**config.mk**
```make
export PLATFORM = sky130hd
export DESIGN_NAME = fp_addsub_norm_pipe
export DESIGN_NICKNAME = d
export VERILOG_FILES = /design/src/rtl/fp_addsub_norm_pipe.sv
export SDC_FILE = /design/constraint.sdc
export NUM_CORES = 1
export LEC_CHECK = 0
export ABC_AREA = 1
export BUFFER_PORTS_ARGS = -buffer_cell sky130_fd_sc_hd__buf_4
export CORE_AREA = 2 2 119 236
export DETAILED_ROUTE_END_ITERATION = 7
export DIE_AREA = 0 0 121 238
export SETUP_SLACK_MARGIN = 0.5
export SLEW_MARGIN = 10
export SYNTH_ARGS = -nofsm -noshare
export SYNTH_HDL_FRONTEND = slang
export SYNTH_SLANG_ARGS = --single-unit
```
**constraint.sdc**
```tcl
create_clock -name clk -period 4.3 [get_ports clk]
set_input_delay 0.43 -clock clk [delete_from_list [all_inputs] [get_ports clk]]
set_output_delay 0.43 -clock clk [all_outputs]
set_load 0.01 [all_outputs]
```
**src/rtl/fp_addsub_norm_pipe.sv**
```systemverilog
// fp_addsub_norm_pipe: two-stage magnitude add/sub, normalise, round and pack.
// Stage1 adds/subtracts the aligned mantissas, swapping operands so the result is non-negative.
// Stage2 normalises and rounds the result, then packs it with its flags.
// Optional build macro FP_ADDSUB_RNE_EN: round-to-nearest-even (default build truncates).
module fp_addsub_norm_pipe #(
  parameter int unsigned E_WIDTH = 8,
  parameter int unsigned M_WIDTH = 23
) (
  input  logic                         clk,
  input  logic                         rst,
  input  logic                         in_valid,
  output logic                         in_ready,
  input  logic                         op_sub,
  input  logic                         sign_a,
  input  logic [E_WIDTH-1:0]           exp_in,
  input  logic [M_WIDTH+3:0]           man_a,
  input  logic [M_WIDTH+3:0]           man_b,
  input  logic                         spc_case,
  input  logic [E_WIDTH+M_WIDTH:0]     spc_val,
  output logic                         out_valid,
  input  logic                         out_ready,
  output logic [E_WIDTH+M_WIDTH:0]     result,
  output logic                         flag_ovf,
  output logic                         flag_unf,
  output logic                         flag_inexact
);

  localparam int unsigned MW    = M_WIDTH + 4;          // {hidden, fraction, G, R, S}
  localparam int unsigned RAW_W = M_WIDTH + 5;          // MW plus carry
  localparam int unsigned RW    = 1 + E_WIDTH + M_WIDTH;
  localparam int unsigned LZ_W  = $clog2(MW + 1);
  localparam int unsigned XE_W  = E_WIDTH + 2;          // signed exponent with headroom
  localparam logic signed [XE_W-1:0] EXP_MAX = XE_W'((1 << E_WIDTH) - 1);
`ifdef FP_ADDSUB_RNE_EN
  localparam int unsigned MR_W  = M_WIDTH + 2;          // hidden + fraction + rounding carry
`endif

  // Stage1 registers
  logic               s1_valid_q, s1_valid_d;
  logic [RAW_W-1:0]   s1_raw_q, s1_raw_d;
  logic               s1_sign_q, s1_sign_d;
  logic [E_WIDTH-1:0] s1_exp_q, s1_exp_d;
  logic               s1_spc_q, s1_spc_d;
  logic [RW-1:0]      s1_spc_val_q, s1_spc_val_d;

  // Stage2 (output) registers
  logic               s2_valid_q, s2_valid_d;
  logic [RW-1:0]      result_q, result_d;
  logic               ovf_q, ovf_d;
  logic               unf_q, unf_d;
  logic               inexact_q, inexact_d;

  // Stage1 combinational datapath
  logic [RAW_W-1:0]   raw_in;
  logic               sign_in;

  // Stage2 combinational datapath
  logic [LZ_W-1:0]        lz;
  logic [MW-1:0]          norm_man;
  logic signed [XE_W-1:0] exp_ext;
  logic signed [XE_W-1:0] exp_norm;
  logic signed [XE_W-1:0] exp_fin;
  logic [M_WIDTH-1:0]     frac;
  logic                   is_zero;
  logic [RW-1:0]          norm_result;
  logic                   norm_ovf;
  logic                   norm_unf;
  logic                   norm_inexact;
`ifdef FP_ADDSUB_RNE_EN
  logic                   round_inc;
  logic [MR_W-1:0]        mant_rnd;
`endif

  logic s2_adv;

  // Handshake: stage2 drains when downstream takes it or it is empty
  assign s2_adv   = out_ready | ~s2_valid_q;
  assign in_ready = ~s1_valid_q | s2_adv;

  assign out_valid    = s2_valid_q;
  assign result       = result_q;
  assign flag_ovf     = ovf_q;
  assign flag_unf     = unf_q;
  assign flag_inexact = inexact_q;

  // Magnitude add/subtract with operand swap so the difference is never negative
  always_comb begin
    raw_in  = RAW_W'(man_a) + RAW_W'(man_b);
    sign_in = sign_a;
    if (op_sub) begin
      if (man_b > man_a) begin
        raw_in  = RAW_W'(man_b - man_a);
        sign_in = ~sign_a;
      end else begin
        raw_in  = RAW_W'(man_a - man_b);
        sign_in = sign_a;
      end
    end
  end

  // Normalise, round and pack the stage1 result
  always_comb begin
    lz = LZ_W'(MW);
    for (int i = 0; i < int'(MW); i++) begin
      if (s1_raw_q[i]) lz = LZ_W'(MW - 1 - i);
    end

    exp_ext = $signed({2'b00, s1_exp_q});
    if (s1_raw_q[MW]) begin
      // carry out: shift right, keep the dropped bit in sticky
      norm_man = s1_raw_q[MW:1] | MW'(s1_raw_q[0]);
      exp_norm = exp_ext + XE_W'(1);
    end else begin
      norm_man = s1_raw_q[MW-1:0] << lz;
      exp_norm = exp_ext - $signed(XE_W'(lz));
    end

    // hidden bit clear after normalisation only when the raw sum was zero
    is_zero = ~norm_man[MW-1];

`ifdef FP_ADDSUB_RNE_EN
    round_inc = norm_man[2] & (norm_man[1] | norm_man[0] | norm_man[3]);
    mant_rnd  = {1'b0, norm_man[MW-1:3]} + MR_W'(round_inc);
    if (mant_rnd[MR_W-1]) begin
      frac    = mant_rnd[M_WIDTH:1];
      exp_fin = exp_norm + XE_W'(1);
    end else begin
      frac    = mant_rnd[M_WIDTH-1:0];
      exp_fin = exp_norm;
    end
`else
    frac    = norm_man[MW-2:3];
    exp_fin = exp_norm;
`endif

    norm_result  = {s1_sign_q, exp_fin[E_WIDTH-1:0], frac};
    norm_ovf     = 1'b0;
    norm_unf     = 1'b0;
    norm_inexact = |norm_man[2:0];

    if (s1_spc_q) begin
      norm_result  = s1_spc_val_q;
      norm_inexact = 1'b0;
    end else if (is_zero) begin
      norm_result  = '0;
      norm_inexact = 1'b0;
    end else if (exp_norm[XE_W-1] || (exp_norm == '0)) begin
      // below the normal range: flush, the whole nonzero mantissa is lost
      norm_result  = {s1_sign_q, {(E_WIDTH + M_WIDTH){1'b0}}};
      norm_unf     = 1'b1;
      norm_inexact = 1'b1;
    end else if (exp_fin >= EXP_MAX) begin
      norm_result = {s1_sign_q, {E_WIDTH{1'b1}}, {M_WIDTH{1'b0}}};
      norm_ovf    = 1'b1;
    end
  end

  // Next-state for both pipeline stages
  always_comb begin
    s1_valid_d   = s1_valid_q;
    s1_raw_d     = s1_raw_q;
    s1_sign_d    = s1_sign_q;
    s1_exp_d     = s1_exp_q;
    s1_spc_d     = s1_spc_q;
    s1_spc_val_d = s1_spc_val_q;
    s2_valid_d   = s2_valid_q;
    result_d     = result_q;
    ovf_d        = ovf_q;
    unf_d        = unf_q;
    inexact_d    = inexact_q;

    if (s2_adv) begin
      s2_valid_d = s1_valid_q;
      if (s1_valid_q) begin
        result_d  = norm_result;
        ovf_d     = norm_ovf;
        unf_d     = norm_unf;
        inexact_d = norm_inexact;
      end
    end

    if (in_ready) begin
      s1_valid_d = in_valid;
      if (in_valid) begin
        s1_raw_d     = raw_in;
        s1_sign_d    = sign_in;
        s1_exp_d     = exp_in;
        s1_spc_d     = spc_case;
        s1_spc_val_d = spc_val;
      end
    end
  end

  // Pipeline registers, cleared asynchronously
  always_ff @(posedge clk or negedge rst) begin
    if (!rst) begin
      s1_valid_q   <= 1'b0;
      s1_raw_q     <= '0;
      s1_sign_q    <= 1'b0;
      s1_exp_q     <= '0;
      s1_spc_q     <= 1'b0;
      s1_spc_val_q <= '0;
      s2_valid_q   <= 1'b0;
      result_q     <= '0;
      ovf_q        <= 1'b0;
      unf_q        <= 1'b0;
      inexact_q    <= 1'b0;
    end else begin
      s1_valid_q   <= s1_valid_d;
      s1_raw_q     <= s1_raw_d;
      s1_sign_q    <= s1_sign_d;
      s1_exp_q     <= s1_exp_d;
      s1_spc_q     <= s1_spc_d;
      s1_spc_val_q <= s1_spc_val_d;
      s2_valid_q   <= s2_valid_d;
      result_q     <= result_d;
      ovf_q        <= ovf_d;
      unf_q        <= unf_d;
      inexact_q    <= inexact_d;
    end
  end

endmodule

```
=== After elaboration in Yosys (flattened, before gate mapping) ===
Cells that the tools add are included.

* Output and inout bits: 37
* Input port bits: 101
* Bits in registers: 107
* Word-level logic and storage cells: 77

* Order comparisons: 2
* Shift-type cells: 1
* Multiplexer cells: 47
* Reduce and logical (&&, ||, !) cells: 5
* Bitwise logic cells: 6
* $add $sub $neg: 5

{| class="wikitable"
|+ Operators by type and width
! kind !! count
|-
| $mux 5 || 26
|-
| $mux 32 || 2
|-
| $mux 31 || 2
|-
| $mux 28 || 2
|-
| $sub 27x27->28 || 2
|-
| $add 27x27->28 || 1
|-
| $gt 27x27->1 || 1
|-
| $mux 27 || 1
|-
| $or 27x1->27 || 1
|-
| $shl 27x5->27 || 1
|-
| $mux 1 || 13
|-
| $ge 10x9->1 const B || 1
|-
| $logic_not 10->1 || 1
|-
| $mux 10 || 1
|-
| $add 8x1->9 const B || 1
|-
| $sub 8x5->9 || 1
|-
| $reduce_and 2->1 || 2
|-
| $not 1->1 || 3
|-
| $reduce_or 3->1 || 1
|-
| $or 1x1->1 || 2
|-
| $logic_or 1x1->1 || 1
|}

=== Depth between registers and ports, before layout ===
Gate-level depths: netlist of run 1.

* Depth in word-level cells: 34
* Gate-level depth with buffers: 50
* Depth with buffers taken out: 48

=== Worst setup path after synthesis of run 1 ===
No wires, ideal clock.

* Path type: register to register
* Start: register s1_raw_q[1]
* End: register result_q[5], in the netlist result[5]
* Setup slack: -0.315 ns
* Arrival time: 4.538 ns
* Period minus slack after synthesis: 4.615 ns
* Required time: 4.223 ns
* Stages on the path, launching flop included: 48
* Path buffers: 2
* Setup time: 0.077 ns
* Path through: dfrtp_1 -> inv_2 -> nand2_1 -> nand2_1 -> nand2_1 -> nand2_1 -> nand2_1 -> nand2_1 -> nand2_1 -> nand2_1 -> nand2_1 -> nand2_1 -> nand2_1 -> nand2_1 -> nand2_1 -> nand2_1 -> nand2_1 -> nand2_1 -> [... 12 more ...] -> fa_1 -> o31ai_2 -> nand2_1 -> nand4_1 -> nand2_1 -> xor2_1 -> nand2_1 -> nor4_1 -> a31oi_1 -> nand2_1 -> inv_2 -> nor2_8 -> inv_2 -> nor2_4 -> inv_2 -> a21oi_1 -> nand2_1 -> a21oi_1

* Longest elaborated chain between the ends: 33
* Elaborated cells between the ends (all ways): 37
* Classes of those cells: add/sub: 1; order compare: 1; shift: 1; mux: 32; reduce/logical: 2

{| class="wikitable"
|+ RTL lines
! item !! line !! RTL
|-
| from (decl) || 40 || <nowiki>logic [RAW_W-1:0] s1_raw_q, s1_raw_d;</nowiki>
|-
| from (signal assigned) || 210 || <nowiki>s1_raw_q <= s1_raw_d;</nowiki>
|-
| $mux 5 (26 in series) || 105 || <nowiki>if (s1_raw_q[i]) lz = LZ_W'(MW - 1 - i);</nowiki>
|-
| $sub 8x5->9 || 115 || <nowiki>exp_norm = exp_ext - $signed(XE_W'(lz));</nowiki>
|-
| $mux 10 || 109 || <nowiki>if (s1_raw_q[MW]) begin</nowiki>
|-
| $ge 10x9->1 or $logic_not 10->1 (tied branches) || 152, 147 ||
|-
| $mux 31 or $logic_or 1x1->1 (tied branches) || 152, 147 ||
|-
| $mux 31 || 147 || <nowiki>end else if (exp_norm[XE_W-1] || (exp_norm == '0)) begin</nowiki>
|-
| $mux 32 * || 144 || <nowiki>end else if (is_zero) begin</nowiki>
|-
| $mux 32 * || 141 || <nowiki>if (s1_spc_q) begin</nowiki>
|-
| to (signal assigned) || 216 || <nowiki>result_q <= result_d;</nowiki>
|-
| to (decl) || 48 || <nowiki>logic [RW-1:0] result_q, result_d;</nowiki>
|}

Every way passes the cells marked *; elsewhere a longest branch is shown, timed or not.
A chain may end at the register's enable or synchronous reset.

=== Worst setup path in the final report of run 1 ===
* Start: register s1_raw_q[1]
* End: register result_q[16], in the netlist result[16]

The elaborated chain is that of the path after synthesis.

==> results of run 1 <==
## synthesized netlist by cell type, types with 6 or more instances
cell type and n:
nand2_1 393, nand4_1 8, o21ai_1 14, clkbuf_1 48
nor4_1 7, o22ai_1 9, inv_1 202, nor3_1 10
inv_2 7, buf_2 13, o21ai_0 123, nor2_1 134
a31oi_1 6, o211ai_1 11, a21boi_1 6, dfrtp_1 107
xor2_1 30, ha_1 88, nand2_2 6, nand3_1 168
a21oi_1 206
## registers in the layout (all words and copies together), names as in the netlist
register,cells
result,32
s1_spc_q,1
flag_inexact,1
s1_valid_q,1
s1_exp_q,8
s1_spc_val_q,32
flag_ovf,1
out_valid,1
s1_sign_q,1
flag_unf,1
s1_raw_q,28
## worst reg2reg max path, delay by kind of cell, from the launching register on
family / cells / cell delay (ns)
AO/OA/AOI/OAI: 8 / 1.11
XOR/XNOR: 1 / 0.30
adder cells (fa/ha/maj): 1 / 0.28
buffers and inverters: 7 / 0.81
flip-flops: 1 / 0.39
AND/OR/NAND/NOR: 16 / 1.50
## path summary, 6_finish.rpt
kind                             startpoint                to  slack, ns  depth (start not counted)
max in group asynchronous               rst  s1_spc_val_q[12]       2.91                          3
hold reg to reg            s1_spc_val_q[23]  s1_spc_val_q[23]       0.48                          2
min in group asynchronous               rst       s1_exp_q[5]       0.46                          2
setup reg to reg                s1_raw_q[1]        result[16]      -0.15                         33
setup / recovery                s1_raw_q[1]        result[16]      -0.15                         33
hold / removal                  spc_val[19]  s1_spc_val_q[19]       0.24                          3
## metal layers
layer | up-vias | share of wire
li1 | 5801 | -
met1 | 5434 | 0.32
met2 | 381 | 0.56
met3 | 168 | 0.033
met4 | 0 | 0.088
met5 | - | 0
## per-stage QoR
stage,power [mW],setup TNS [ns],std cells,utilization
floorplan,3.35,-0.164,1659,-
global placement,4.63,-1.55,2151,0.460
detailed placement,4.65,-3.68,2151,0.460
CTS,5.52,-2.79,2174,0.475
global route,6.03,-16.36,2178,0.482
finish,5.60,-3.00,2178,0.482
## report_power, final
part | total (mW) | internal, mW | switching (mW)
clock network | 0.820 | 0.401 | 0.419
registers | 1.48 | 1.28 | 0.197
logic | 3.31 | 1.25 | 2.06
total | 5.60 | 2.93 | 2.67
## logic make-up (layout without fill, tap and decap cells)
| logic type | count (synthesis) | in the layout | synth area share |
|---|---|---|---|
| buffers and inverters | 282 | 453 | 0.105 |
| muxes | 1 | 1 | 0.000945 |
| DFF | 107 | 107 | 0.253 |
| adders and majority gates | 92 | 92 | 0.111 |
| and+or+nand+nor | 733 | 733 | 0.291 |
| xor gates and xnor gates | 32 | 32 | 0.0264 |
| AOI/OAI and AO/OA | 412 | 412 | 0.212 |
## what timing repair did
action | 4_1_cts | 5_1_grt
hold buffers | 1 | 0
setup buffers | 6 | 4
setup endpoints to repair | 34 | 42
resized for setup | 12 | 44
hold endpoints to repair | 18 | 0
pin swaps | 16 | 16
## layout make-up
| class | count | area (um^2) | area share |
|---|---|---|---|
| Sequential cell | 107 | 2680 | 0.206 |
| Timing Repair Buffer | 227 | 1760 | 0.136 |
| Tap cell | 348 | 435 | 0.0335 |
| Clock inverter | 6 | 48.8 | 0.00376 |
| Clock buffer | 10 | 229 | 0.0176 |
| Inverter | 210 | 793 | 0.0611 |
| Multi-Input combinational cell | 1270 | 7040 | 0.542 |
==> results.py, run 1 <==
metrics = {
    "yosys": {
        "syn_area_um2": 10600,
        "yosysTopAreaCellShare": 0.253,
        "synth_edf_count": 0,
        "synth.area.top_cells": "dfrtp_1 (25%), nand2_1 (14%), ha_1 (10%)",
        "seq_area_frac_synth": 0.253,
        "avgSynthCellArea_um2": 6.39,
        "synth_nets": 1852,
        "synth_cells": 1659,
        "ys_async_sr_fraction": 1.00,
        "yosysWarnings": 0,
        "synth.distinct_cells": 50,
        "synth_flop_cell": "dfrtp_1",
        "synth_largest_area_cell": "dfrtp_1",
        "ys_ff_latch": 107,
    },
    "place": {
        "dp_hpwl_um": 32900,
        "pre_cts_ws_ns": -0.203,
        "gp_congestion": 0.997,
        "numPortBuffers": 137,
        "post_dp_cell_area_um2": 12400,
    },
    "worst_setup_path": {
        "worst_path_most_repeated_cell": "nand3_1",
        "critical-path-top-delay-family": "simple AND/OR/NAND/NOR gates",
        "max_stage_delay_ns": 0.39,
        "path_class": "reg2reg",
        "critPathSlowestCell": "dfrtp_1",
        "crit_fanout": 7,
        "worst-path-buf-inv": 7,
        "crit_arrival_ns": 4.76,
        "cp-end-kind": "flip-flop",
        "worstPathRequired_ns": 4.61,
        "startpoint_type": "flip-flop",
    },
    "floorplan": {
        "io_pins": 138,
        "die_y_um": 238,
        "core.rowCount": 85,
        "start_util": 0.394,
        "die_area_um2": 28800,
        "core_area_um2": 26900,
        "die_width_um": 121,
    },
    "global_route": {
        "grtUsageTotal": 0.276,
        "grt.met3_usage": 0.0280,
        "grt_pass1_wl_um": 61300,
        "grt_max_degree": 81,
        "met1_usage": 0.243,
        "busiest_layer": "met2",
        "grt_overflow": 0,
        "antenna_found_initial": 0,
        "grt_use_met2": 0.548,
        "first_global_vias": 11900,
    },
    "drt": {
        "first_pass_iters": 7,
        "route.detailed.vias_per_inst": 5.41,
        "vias": 11800,
        "drt-initial-drc-count": 638,
        "drtAntennaViolNets": 0,
        "routedWlPerCell_um": 18.3,
        "drt-total-wl_um": 39800,
        "drc": 0,
    },
    "cells_and_area": {
        "drive_above_1_share": 0.169,
        "final_common_cell": "nand2_1",
        "syn_to_final_growth_pct": 22.5,
        "n_fill_cell": 2876,
        "layout_common_cells": "nand2_1 (388), buf_4 (217), inv_1 (202)",
        "design_area_um2": 13000,
        "antenna_cells": 0,
        "final_nets": 2018,
    },
    "sta": {
        "rsz0062_at_grt": "true",
        "setup_viol_count_final": 29,
        "slew_headroom": 0.311,
        "finClkSkew_ns": 0.00991,
        "fin_hold_ws_ns": 0.242,
        "fin_crit_ns": 4.45,
        "worstMarginPinSlew_ns": 1.03,
        "fin_ws_ns": -0.154,
        "max_clock_freq_ghz": 0.225,
        "period_share": 1.04,
        "report.final.slew_viol_count": 0,
        "final-hold-violation-count": 0,
    },
    "power": {
        "p_leak_nw": 6.71,
        "p_per_area_nw_per_um2": 432,
        "ir_worst_vdd_mv": 0.192,
    },
    "clock_tree": {
        "clockBufferDepth": 2,
        "cts_root_buf": "clkbuf_16",
        "h-tree-depth": 3,
        "cts_tree": "yes",
        "cts_made_buffers": 9,
        "path_clk_slew_ns": 0.08,
        "cts_sinks": 107,
        "worstSkewPairLatency_ns": 0.38,
    },
    "run_status": {
        "violations": "setup timing",
        "status": "finished, violations left",
    },
    "worst_hold_path": {
        "hp-class": "in2reg",
    },
    "job": {
        "maxCapViolations": 0,
    },
}
(Power assumes the default switching activity.)
==> inputs of run 2 (changes only) <==
Settings changed: MAX_ROUTING_LAYER set to met4.
==> results.py, run 2 (synthesis gave the netlist of run 1 again) <==
metrics = {
    "power": {
        "p_switching_mw": 2.67,
        "ir_worst_vdd_mv": 0.173,
        "clkPwrFrac": 0.150,
        "netSwitchingFraction": 0.471,
        "seq_power_share": 0.260,
        "p_int_mw": 3.00,
        "p_per_area_nw_per_um2": 434,
        "p_leak_nw": 6.73,
        "pwr-share-comb": 0.590,
    },
    "sta": {
        "worstMarginPinSlew_ns": 1.08,
        "max_clock_freq_ghz": 0.221,
        "finClkSkew_ns": 0.00721,
        "fin_crit_ns": 4.53,
        "setup_tns_ns": -4.65,
        "period_share": 1.05,
        "report.final.slew_viol_count": 0,
        "rsz0062_at_grt": "true",
        "setup_viol_count_final": 31,
        "slew_headroom": 0.277,
        "final-hold-violation-count": 0,
        "fin_ws_ns": -0.235,
    },
    "worst_setup_path": {
        "crit_fanout": 4,
        "startpoint_type": "flip-flop",
        "crit_arrival_ns": 4.83,
        "critPathSlowestCell": "dfrtp_1",
        "worst_path_most_repeated_cell": "nand2_1",
        "worstPathRequired_ns": 4.60,
        "path_class": "reg2reg",
        "max_stage_delay_ns": 0.40,
        "cp-end-kind": "flip-flop",
    },
    "clock_tree": {
        "worstSkewPairLatency_ns": 0.37,
        "h-tree-depth": 3,
        "cts_made_buffers": 9,
        "cts_sinks": 107,
        "path_clk_slew_ns": 0.07,
        "cts_root_buf": "clkbuf_16",
        "clockBufferDepth": 2,
        "cts_tree": "yes",
    },
    "place": {
        "numPortBuffers": 137,
        "post_dp_cell_area_um2": 12400,
        "gp_congestion": 0.999,
        "dp_hpwl_um": 33100,
    },
    "run_status": {
        "status": "finished, violations left",
        "violations": "setup timing",
    },
    "cells_and_area": {
        "syn_to_final_growth_pct": 23.2,
        "antenna_cells": 0,
        "layout_common_cells": "nand2_1 (389), buf_4 (216), inv_1 (202)",
        "final_nets": 2019,
        "final_common_cell": "nand2_1",
        "design_area_um2": 13100,
        "drive_above_1_share": 0.171,
    },
    "global_route": {
        "grtUsageTotal": 0.286,
        "antenna_found_initial": 0,
        "first_global_vias": 11900,
        "grt_pass1_wl_um": 62000,
        "grt_max_degree": 81,
        "grt_overflow": 0,
    },
    "floorplan": {
        "io_pins": 138,
        "die_width_um": 121,
        "core_area_um2": 26900,
        "die_y_um": 238,
        "start_util": 0.394,
        "core.rowCount": 85,
        "die_area_um2": 28800,
    },
    "drt": {
        "route.detailed.vias_per_inst": 5.43,
        "drc": 0,
        "vias": 11800,
        "routedWlPerCell_um": 18.4,
        "drt-initial-drc-count": 546,
        "first_pass_iters": 5,
        "drtAntennaViolNets": 0,
        "drt-total-wl_um": 40000,
    },
    "job": {
        "maxCapViolations": 0,
    },
    "worst_hold_path": {
        "hp-class": "in2reg",
    },
}
run 2: area by class of cell:
class                   count  area [um^2]
repair buffers            228         1790
fillers                  2890        13800
multi-input cells        1270         7070
clock buffers              10          229
inverters                 210          796
well taps                 348          435
clock inverters             5         63.8
flip-flops and latches    107         2680
run 2: stage by stage:
step	std cells	power [mW]	util	setup WS (ns)	hold WS, ns
6_report	2178	5.67	0.485	-0.235	0.246
3_3_place_gp	2148	4.64	0.460	-0.137	0.314
3_5_place_dp	2148	4.65	0.460	-0.199	0.311
4_1_cts	2171	5.59	0.477	-0.116	0.235
5_1_grt	2178	6.09	0.485	-0.724	0.253
2_1_floorplan	1659	3.35	-	-0.0547	0.134
run 2: timing repair:
action / in CTS / in global routing
hold endpoints to repair: 16 / 0
setup buffers: 7 / 7
setup endpoints to repair: 34 / 45
resized for setup: 28 / 39
hold buffers: 1 / 0
pin swaps: 25 / 23
run 2: per-layer routing:
layer | global-route usage | routed length [um] | vias up
met1 | 0.243 | 12700 | 5514
li1 | - | - | 5800
met3 | 0.0184 | 1200 | 154
met5 | - | 0 | -
met4 | 0.197 | 3120 | 0
met2 | 0.570 | 23000 | 364
run 2: path summary, 6_finish.rpt:
check,startpoint,endpoint,slack [ns],depth (start not counted)
hold reg to reg,s1_spc_val_q[23],s1_spc_val_q[23],0.49,2
max in group asynchronous,rst,s1_spc_val_q[20],2.90,3
hold / removal,spc_val[2],s1_spc_val_q[2],0.25,3
setup / recovery,s1_raw_q[1],result[21],-0.23,44
setup reg to reg,s1_raw_q[1],result[21],-0.23,44
min in group asynchronous,rst,result[27],0.46,2
run 2: power by group through the flow:
stage	Clock (mW)	Sequential, mW	Combinational (mW)
2_1_floorplan	0	1.52	1.83
3_3_place_gp	0	1.49	3.14
3_5_place_dp	0	1.50	3.15
4_1_cts	0.868	1.48	3.24
5_1_grt	0.902	1.51	3.68
6_report	0.848	1.47	3.35
run 2: critical path, delay by kind of cell (launching register included):
kind | cells | cell delay (ns)
AO/OA/AOI/OAI | 4 | 0.63
XOR/XNOR | 1 | 0.19
adder cells (fa/ha/maj) | 2 | 0.56
buffers and inverters | 4 | 0.31
flip-flops | 1 | 0.40
AND/OR/NAND/NOR | 33 | 2.37
